### src/rtl/cpu_pkg.sv
// Shared constants for the 16-bit CPU: widths, opcodes, and execute-stage FSM encoding.
package cpu_pkg;
  localparam int DATA_W    = 16;
  localparam int REG_IDX_W = 3;
  localparam int OPFN_W    = 5;
  localparam int ADDR_W    = 8;

  localparam logic [OPFN_W-1:0] OP_NOP  = 5'h00;
  localparam logic [OPFN_W-1:0] OP_ADD  = 5'h01;
  localparam logic [OPFN_W-1:0] OP_SUB  = 5'h02;
  localparam logic [OPFN_W-1:0] OP_AND  = 5'h03;
  localparam logic [OPFN_W-1:0] OP_OR   = 5'h04;
  localparam logic [OPFN_W-1:0] OP_XOR  = 5'h05;
  localparam logic [OPFN_W-1:0] OP_ADDI = 5'h06;
  localparam logic [OPFN_W-1:0] OP_LI   = 5'h07;
  localparam logic [OPFN_W-1:0] OP_LUI  = 5'h08;
  localparam logic [OPFN_W-1:0] OP_SLL  = 5'h09;
  localparam logic [OPFN_W-1:0] OP_MUL  = 5'h0A;
  localparam logic [OPFN_W-1:0] OP_BEQ  = 5'h0C;
  localparam logic [OPFN_W-1:0] OP_BNE  = 5'h0D;
  localparam logic [OPFN_W-1:0] OP_JMP  = 5'h0E;
  localparam logic [OPFN_W-1:0] OP_BZ   = 5'h0F;

  typedef enum logic {ST_IDLE, ST_BUSY} state_t;
endpackage

### src/rtl/regfile.sv
// 8x16 register file: two read ports plus a debug port, one synchronous write, R0 hardwired to zero.
module regfile
  import cpu_pkg::*;
(
  input  logic                 clk,
  input  logic                 rst,
  input  logic [REG_IDX_W-1:0] ra,
  input  logic [REG_IDX_W-1:0] rb,
  input  logic [REG_IDX_W-1:0] dbg_sel,
  input  logic                 we,
  input  logic [REG_IDX_W-1:0] wa,
  input  logic [DATA_W-1:0]    wd,
  output logic [DATA_W-1:0]    rd_a,
  output logic [DATA_W-1:0]    rd_b,
  output logic [DATA_W-1:0]    dbg_data
);
  logic [7:0][DATA_W-1:0] mem;

  always_ff @(posedge clk) begin
    if (rst) mem <= '0;
    else if (we && wa != '0) mem[wa] <= wd;
  end

  assign rd_a     = (ra == '0)      ? '0 : mem[ra];
  assign rd_b     = (rb == '0)      ? '0 : mem[rb];
  assign dbg_data = (dbg_sel == '0) ? '0 : mem[dbg_sel];
endmodule

### src/rtl/exec_unit.sv
// Execute stage: ALU, Z/N/C flags, branch decision and a shift-add multiply sequencer over the register file.
module exec_unit
  import cpu_pkg::*;
#(
  parameter int MUL_STEPS = 16
) (
  input  logic                 clk,
  input  logic                 rst,
  input  logic [REG_IDX_W-1:0] ra_i,
  input  logic [REG_IDX_W-1:0] rb_i,
  input  logic [REG_IDX_W-1:0] rd_i,
  input  logic [6:0]           immj,
  input  logic [ADDR_W-1:0]    imm,
  input  logic [OPFN_W-1:0]    opfn,
  output logic                 branch,
  output logic                 nia,
  output logic [2:0]           flags,
  input  logic [REG_IDX_W-1:0] dbg_sel,
  output logic [DATA_W-1:0]    dbg_data
);
  localparam int CNT_W = $clog2(MUL_STEPS);

  state_t                 state, state_n;
  logic [CNT_W-1:0]       cnt;
  logic [DATA_W-1:0]      mcand, mplier, acc, step_acc;
  logic [REG_IDX_W-1:0]   dest;
  logic [DATA_W-1:0]      a, b, res, wd;
  logic [REG_IDX_W-1:0]   rb_sel, wa;
  logic                   c, alu_wr, alu_fl, we, fl_we;
  logic [2:0]             flags_n;
  logic [DATA_W:0]        sum;

  // LUI needs the old low byte of rd, so port B is borrowed for it
  assign rb_sel = (opfn == OP_LUI) ? rd_i : rb_i;

  regfile u_rf (
    .clk(clk), .rst(rst), .ra(ra_i), .rb(rb_sel), .dbg_sel(dbg_sel),
    .we(we), .wa(wa), .wd(wd), .rd_a(a), .rd_b(b), .dbg_data(dbg_data)
  );

  always_comb begin
    res = '0; c = 1'b0; alu_wr = 1'b0; alu_fl = 1'b0; sum = '0;
    case (opfn)
      OP_ADD:  begin sum = {1'b0, a} + {1'b0, b}; res = sum[DATA_W-1:0]; c = sum[DATA_W];
                     alu_wr = 1'b1; alu_fl = 1'b1; end
      OP_SUB:  begin res = a - b; c = a < b; alu_wr = 1'b1; alu_fl = 1'b1; end
      OP_AND:  begin res = a & b; alu_wr = 1'b1; alu_fl = 1'b1; end
      OP_OR:   begin res = a | b; alu_wr = 1'b1; alu_fl = 1'b1; end
      OP_XOR:  begin res = a ^ b; alu_wr = 1'b1; alu_fl = 1'b1; end
      OP_ADDI: begin sum = {1'b0, a} + {1'b0, {{(DATA_W-7){immj[6]}}, immj}};
                     res = sum[DATA_W-1:0]; c = sum[DATA_W]; alu_wr = 1'b1; alu_fl = 1'b1; end
      OP_LI:   begin res = {8'h00, imm}; alu_wr = 1'b1; end
      OP_LUI:  begin res = {imm, b[7:0]}; alu_wr = 1'b1; end
      OP_SLL:  begin res = a << b[3:0]; alu_wr = 1'b1; alu_fl = 1'b1; end
      default: ;
    endcase
  end

  always_comb begin
    branch = 1'b0;
    if (!rst && state == ST_IDLE) begin
      case (opfn)
        OP_BEQ:  branch = (a == b);
        OP_BNE:  branch = (a != b);
        OP_JMP:  branch = 1'b1;
        OP_BZ:   branch = flags[2];
        default: branch = 1'b0;
      endcase
    end
  end

  assign step_acc = mplier[0] ? acc + mcand : acc;

  always_comb begin
    state_n = state; nia = 1'b0; we = 1'b0; fl_we = 1'b0;
    wa = rd_i; wd = res; flags_n = {res == '0, res[DATA_W-1], c};
    case (state)
      ST_IDLE: begin
        if (opfn == OP_MUL) begin
          nia = 1'b1; state_n = ST_BUSY;
        end else begin
          we = alu_wr; fl_we = alu_fl;
        end
      end
      ST_BUSY: begin
        if (cnt == CNT_W'(MUL_STEPS-1)) begin
          we = 1'b1; fl_we = 1'b1; wa = dest; wd = step_acc;
          flags_n = {step_acc == '0, step_acc[DATA_W-1], 1'b0};
          state_n = ST_IDLE;
        end else begin
          nia = 1'b1;
        end
      end
      default: state_n = ST_IDLE;
    endcase
    if (rst) begin nia = 1'b0; we = 1'b0; fl_we = 1'b0; end
  end

  always_ff @(posedge clk) begin
    if (rst) state <= ST_IDLE;
    else     state <= state_n;
  end

  always_ff @(posedge clk) begin
    if (rst) begin
      cnt <= '0; flags <= '0;
    end else begin
      if (fl_we) flags <= flags_n;
      if (state == ST_IDLE && opfn == OP_MUL) begin
        mcand <= a; mplier <= b; dest <= rd_i; acc <= '0; cnt <= '0;
      end else if (state == ST_BUSY) begin
        acc <= step_acc; mcand <= mcand << 1; mplier <= mplier >> 1; cnt <= cnt + 1'b1;
      end
    end
  end
endmodule

### config.mk
export PLATFORM = sky130hd
export DESIGN_NAME = exec_unit
export DESIGN_NICKNAME = d
export VERILOG_FILES = /design/src/rtl/cpu_pkg.sv /design/src/rtl/regfile.sv /design/src/rtl/exec_unit.sv
export SDC_FILE = /design/constraint.sdc
export NUM_CORES = 1
export LEC_CHECK = 0
export ABC_AREA = 1
export CAP_MARGIN = 25
export CORE_UTILIZATION = 50
export DETAILED_ROUTE_END_ITERATION = 8
export PLACE_DENSITY_LB_ADDON = 0.1
export SETUP_SLACK_MARGIN = 0.4
export SKIP_CTS_REPAIR_TIMING = 1
export SYNTH_ARGS = -nofsm -noshare
export SYNTH_HDL_FRONTEND = slang
export SYNTH_SLANG_ARGS = --single-unit
### constraint.sdc
create_clock -name clk -period 4.3 [get_ports clk]
set_clock_uncertainty 0.2 [all_clocks]
set_input_delay 0.43 -clock clk [delete_from_list [all_inputs] [get_ports clk]]
set_output_delay 0.43 -clock clk [all_outputs]
set_load 0.005 [all_outputs]
After elaboration in Yosys (flattened, before gate mapping). Cells that the tools add are included.

Add/sub/neg operators: 5. Order comparisons: 6. Equality and inequality tests: 17. Shifts and indexed selects: 1. Mux-type cells: 42. Bitwise logic cells: 5. Reduce and logical (&&, ||, !) cells: 17.

Operator list (count): two-way mux 16 bit (15); binary-select mux 16 bit (select 3 bit) (3); case mux 16 bit (9 select lines) (1); bitwise mux 128 bit (1); demux 16 bit (select 3 bit) (1); equality test 5 x 4 -> 1 bit, second input constant (7); adder 16 x 16 -> 17 bit (2); logical NOT 16 bit (2); equality test 5 x 3 -> 1 bit, second input constant (4); adder 16 bit (1); AND 16 bit (1); equality test 16 bit (1); < comparator 16 bit (1); < comparator 3 x 4 -> 1 bit, second input constant (4); != test 16 bit (1); bitwise OR 16 bit (1); left shift 16 x 4 -> 16 bit (1); subtractor 16 bit (1); XOR 16 bit (1); two-way mux 3 bit (5); two-way mux 1 bit (11); equality test 5 x 2 -> 1 bit, second input constant (2); logical NOT 3 bit (3); OR reduction 9 bit (1); 15 further kinds (22).

Bits in registers: 187. Input bits: 34. Output and inout bits: 21. Logic and storage cells: 108.

Depth between registers and ports, before layout.
Depth in word-level cells: 10. Gate-level depth with buffers: 33. Mapped depth without buffers: 30.

Cells and area by module. A second synthesis with hierarchy kept.

Cells, all modules: 2952. Area, all modules: 16962.5 um2.

By module, submodules not included: exec_unit (times used 1, cells each 1455, area an instance 8533.2 um2, sequential area each 1691.6 um2); regfile (times used 1, cells each 1497, area an instance 8429.3 um2, sequential area each 2562.5 um2).

Least setup slack after synthesis. No wires, ideal clock.

Kind: input -> register. From: input opfn[1]. To: register u_rf.mem[110] (netlist name). Library setup time: 0.129 ns. Arrival time: 4.186 ns. Data required time: 3.971 ns. Path slack: -0.215 ns. Cell stages on the path: 26. Buffers on the path: 6. Path through: buf_6 -> nor2_4 -> nand3_2 -> buf_6 -> o21ai_4 -> buf_6 -> buf_4 -> clkbuf_1 -> o21ai_0 -> o22ai_1 -> nor2_1 -> nor3_2 -> inv_1 -> ha_1 -> clkbuf_1 -> inv_1 -> a31oi_1 -> nand3_1 -> a31o_2 -> or2_2 -> nand3_1 -> nand3_1 -> nor2_1 -> nand2_1 -> o21ai_2 -> a21oi_1.

Longest elaborated chain between the ends: 10. Elaborated cells on any way between the ends: 31. Those cells by class: add/sub (2); eq/ne (10); shift (1); mux (12); bitwise (3); reduce/logical (3).

Ends and longest elaborated chain: start, declared (RTL line exec_unit.sv:14) `input logic [OPFN_W-1:0] opfn,`; equality test 5 x 4 -> 1 bit (RTL line exec_unit.sv:34, exec_unit.sv:43); two-way mux 3 bit (RTL line exec_unit.sv:34) `assign rb_sel = (opfn == OP_LUI) ? rd_i : rb_i;`; binary-select mux 16 bit (select 3 bit) (RTL line regfile.sv:25) `assign rd_b = (rb == '0) ? '0 : mem[rb];`; two-way mux 16 bit (not written as such) (RTL line regfile.sv:25); two-way mux 16 bit (RTL line regfile.sv:25); subtractor 16 bit, or another cell as far along (RTL line exec_unit.sv:46) `OP_SUB: begin res = a - b; c = a < b; alu_wr = 1'b1; alu_fl = 1'b1; end`; case mux 16 bit (9 select lines) (RTL line exec_unit.sv:43) `case (opfn)`; two-way mux 16 bit (RTL line exec_unit.sv:86) `if (cnt == CNT_W'(MUL_STEPS-1)) begin`; two-way mux 16 bit (RTL line exec_unit.sv:77) `case (state)`; bitwise mux 128 bit (RTL line regfile.sv:21) `else if (we && wa != '0) mem[wa] <= wd;`; end signal, assigned by index (RTL line regfile.sv:21); end, declared (RTL line regfile.sv:17) `logic [7:0][DATA_W-1:0] mem;`.

Several ways; a longest one is shown, not always the timed one. The select of a mux whose other input is x is not followed. A chain may end at the register's enable or synchronous reset.

Worst setup path in the final report.
From: input opfn[3]. To: output branch.

Longest elaborated chain between the ends: 8. Elaborated cells on any way between the ends: 14. Those cells by class: eq/ne (7); mux (6); reduce/logical (1).

Ends and longest elaborated chain: equality test 5 x 4 -> 1 bit (RTL line exec_unit.sv:34); two-way mux 3 bit (RTL line exec_unit.sv:34); binary-select mux 16 bit (select 3 bit) (RTL line regfile.sv:25); two-way mux 16 bit (not written as such) (RTL line regfile.sv:25); two-way mux 16 bit (RTL line regfile.sv:25); != test 16 bit / equality test 16 bit (equally long branches) (RTL line exec_unit.sv:64, exec_unit.sv:63); case mux 1 bit (4 select lines) (*) (RTL line exec_unit.sv:62) `case (opfn)`; two-way mux 1 bit (*) (RTL line exec_unit.sv:61) `if (!rst && state == ST_IDLE) begin`; end, declared (RTL line exec_unit.sv:15) `output logic branch,`.

Every way passes the cells marked *; elsewhere a longest branch is shown, timed or not. The select of a mux whose other input is x is not followed.

==> summary.md <==
| Metric | Value |
|---|---|
| Fmax | `233 MHz` |
| RSZ-0062 raised after global routing | `true` |
| Core ar. | `30,000 µm²` |
| CP Max Fanout | `5` |
| Die Width | `177 µm` |
| Reg2Reg Launch Point | `u_rf.mem[98]$_SDFFE_PP0P_` |
| Cell class contributing the biggest share of worst-path delay | `simple AND/OR/NAND/NOR gates` |
| Max-cap viol count | `0` |
| Largest net degree at the start of global routing | `104` |
| Pre-CTS worst setup slack | `-1040 ps` |
| Worst Setup Start Kind | `input port` |
| Yosys cell types | `59` |
| Fin cells | `3,013` |
| Top FF cell, synth | `dfxtp_1` |
| Iteration-0 DRC Markers | `2,067` |
| Area Overhead vs Synth | `31.6%` |
| Synth area leader | `dfxtp_1` |
| Critical path, cell by cell | `buf_8, inv_4, nor2_4, nand3_4, buf_6, o21ai_4, buf_4, clkbuf_16, o21ai_0, o221ai_1, nand3_2, ha_4, nand2_2, nor2_4, nand4_1, o21ai_2, nor2_2, a2111oi_4, buf_2` |
| Routed Antenna Nets | `0` |
| Crit path from | `opfn[3]` |
| Cts bufs inserted | `17` |
| Part of the power in registers | `32.1%` |
| Drt first pass iters | `6` |
| CTS Buffer Depth | `2` |
| Global placement routability congestion | `1.00` |
| Slew headroom | `33.3%` |
| Clock slew at reported path FFs | `80 ps` |
| GR Overflow Total | `0` |
| FP Rows | `63` |
| CTS tree | `built` |
| Io pins | `55` |
| Clock Root Buffer | `clkbuf_16` |
| CP Capture Type | `primary output` |
| M3 GR Usage | `6.88%` |
| Number of buffers and inverters on the critical path | `6` |
| Synth async-reset ratio | `0%` |
| Hold_ws | `189 ps` |
| Final setup viols | `0` |
| Gate Count Post-Synth | `2,337` |
| Syn Area/Cell | `6.58 µm²` |
| DIE AREA | `31,400 µm²` |
| Vias | `18,400` |
| Pwr dens | `286 nW/µm²` |
| DR vias/cell | `6.12` |
| Yosys warns | `0` |
| WP data arrival | `3670 ps` |
| Worst path max stage delay | `360 ps` |
| PortBufs | `54` |
| Min-delay src | `rd_i[0]` |
| Final WS setup | `0.470 ps` |
| Top cell type's share of synthesized area | `17.7%` |
| Min Tclk post-route | `4300 ps` |
| Initial Utilization | `51.3%` |
| Synth Register Bits | `187` |
| Global routing's busiest layer | `met2` |
| Seq/Total Area, Yosys | `27.7%` |
| Switching share of power | `36.7%` |
| Worst Tran Pin Value | `991 ps` |
| Internal power | `3.66 mW` |
| Fin util | `67.5%` |
| Most frequent CP cell | `nor2_4` |
| Crit-path slowest cell | `ha_4` |
| Clk network pwr share | `29.0%` |
| Switching component of the power | `2.13 mW` |
| Area after DPL | `18,300 µm²` |
| CTS H-tree lvls | `4` |
| Final WL | `65,200 µm` |
| Combinational Power Share | `38.9%` |
| Met2 Usage GRT | `63.8%` |
| Initial antenna violation count | `0` |
| Placed Cells | `2,939` |
| Final nets | `2,729` |
| Max IR drop VDD | `0.351 mV` |
| DP HPWL | `47,700 µm` |
| Status | `finished clean` |
| Vias in the first global route | `16,500` |
| Hold Violations, Final | `0` |
| Number of synthesized flops with an enable pin | `51` |
| Pwr Total | `5.79 mW` |
| Die height | `177 µm` |
| Fin crit share | `100%` |
| Filler Cells Inserted | `2,617` |
| Critical path class | `in -> out` |
| Final instance area | `20,200 µm²` |
| First-pass GRT wire length | `95,500 µm` |
| CP Data Required Time | `3670 ps` |
| Netlist Area Pre-Place | `15,400 µm²` |
| DRC Markers | `0` |
| Worst-Skew Late Latency | `470 ps` |
| Commonest cells post-synth | `o21ai_0, nand2_1, a21oi_1` |
| Average wire per standard cell | `21.6 µm` |
| Layout cells sized above 1 | `23.5%` |
| Syn Nets | `2,457` |
| GRT Overall Usage | `40.2%` |
| Total clock sinks | `187` |
| M1 GR Usage | `51.1%` |
| Max-slew violations | `0` |
| Hold Crit Class | `in -> reg` |
| Most common cell in the synthesized netlist | `o21ai_0` |
| Post-route setup TNS | `0 ps` |
| Main area contributors after synthesis | `dfxtp_1, o21ai_0, edfxtp_1` |
| Leak pwr | `8.93 nW` |
power groups by stage:
stage          combinational [mW]  sequential (mW)  clock [mW]
3_3_place_gp                 1.91             1.89           0
4_1_cts                      1.94             1.85        1.69
2_1_floorplan                1.04             1.89           0
3_5_place_dp                 1.92             1.89           0
5_1_grt                      2.40             1.86        1.74
6_report                     2.25             1.86        1.68
routing by layer:
layer	up-vias	wire length, µm
met5	-	0
li1	8589	-
met3	224	6320
met1	8508	25900
met2	1128	29300
met4	0	3670
kinds of logic (layout without fill, tap and decap cells):
| kind of cell | Yosys count | after routing | share of synthesized area (%) |
|---|---|---|---|
| buf+inv | 416 | 700 | 11.0 |
| compound gates | 843 | 843 | 30.1 |
| flops | 187 | 187 | 27.7 |
| simple gates | 789 | 790 | 23.2 |
| xor+xnor | 14 | 14 | 0.798 |
| other cells | 0 | 1 | 0 |
| mux | 2 | 2 | 0.130 |
| fa+ha+maj | 86 | 86 | 7.20 |
sequential cells by signal, indices dropped and copies added, names as in the netlist:
signal,flops
acc,16
u_rf.mem,128
flags,3
state,1
mcand,16
dest,3
cnt,4
mplier,16
layout by cell type, fill, tap and decap left out, types with 24 or more instances in the layout:
cell type          n
o21ai_0          338
nand2_1          307
buf_4            298
a21oi_1          279
inv_1            240
nand3_1          181
nor2_1           155
dfxtp_1          136
ha_1              66
edfxtp_1          51
clkdlybuf4s50_1   39
o21ai_1           34
nand3_2           29
o211ai_1          27
o21ai_2           25
inv_2             24
final cells by class:
cell class / instances / area [µm²] / area share [%]
multi-input cells: 1735 / 10400 / 51.2
flip-flops and latches: 187 / 4250 / 21.0
repair buffers: 392 / 3460 / 17.1
inverters: 276 / 1050 / 5.21
well taps: 390 / 488 / 2.41
clock buffers: 17 / 425 / 2.10
clock inverters: 15 / 181 / 0.897
diodes: 1 / 2.50 / 0.0124
final timing paths:
kind,slack [ps],cells after the start,endpoint
max,0.5,19,branch
min reg2reg,260,2,u_rf.mem[0]$_SDFFE_PP0P_
max reg2reg,330,21,u_rf.mem[107]$_SDFFE_PP0P_
min,190,2,dest[0]$_DFFE_PP_
Note: power is estimated with default switching activity, not from simulation.
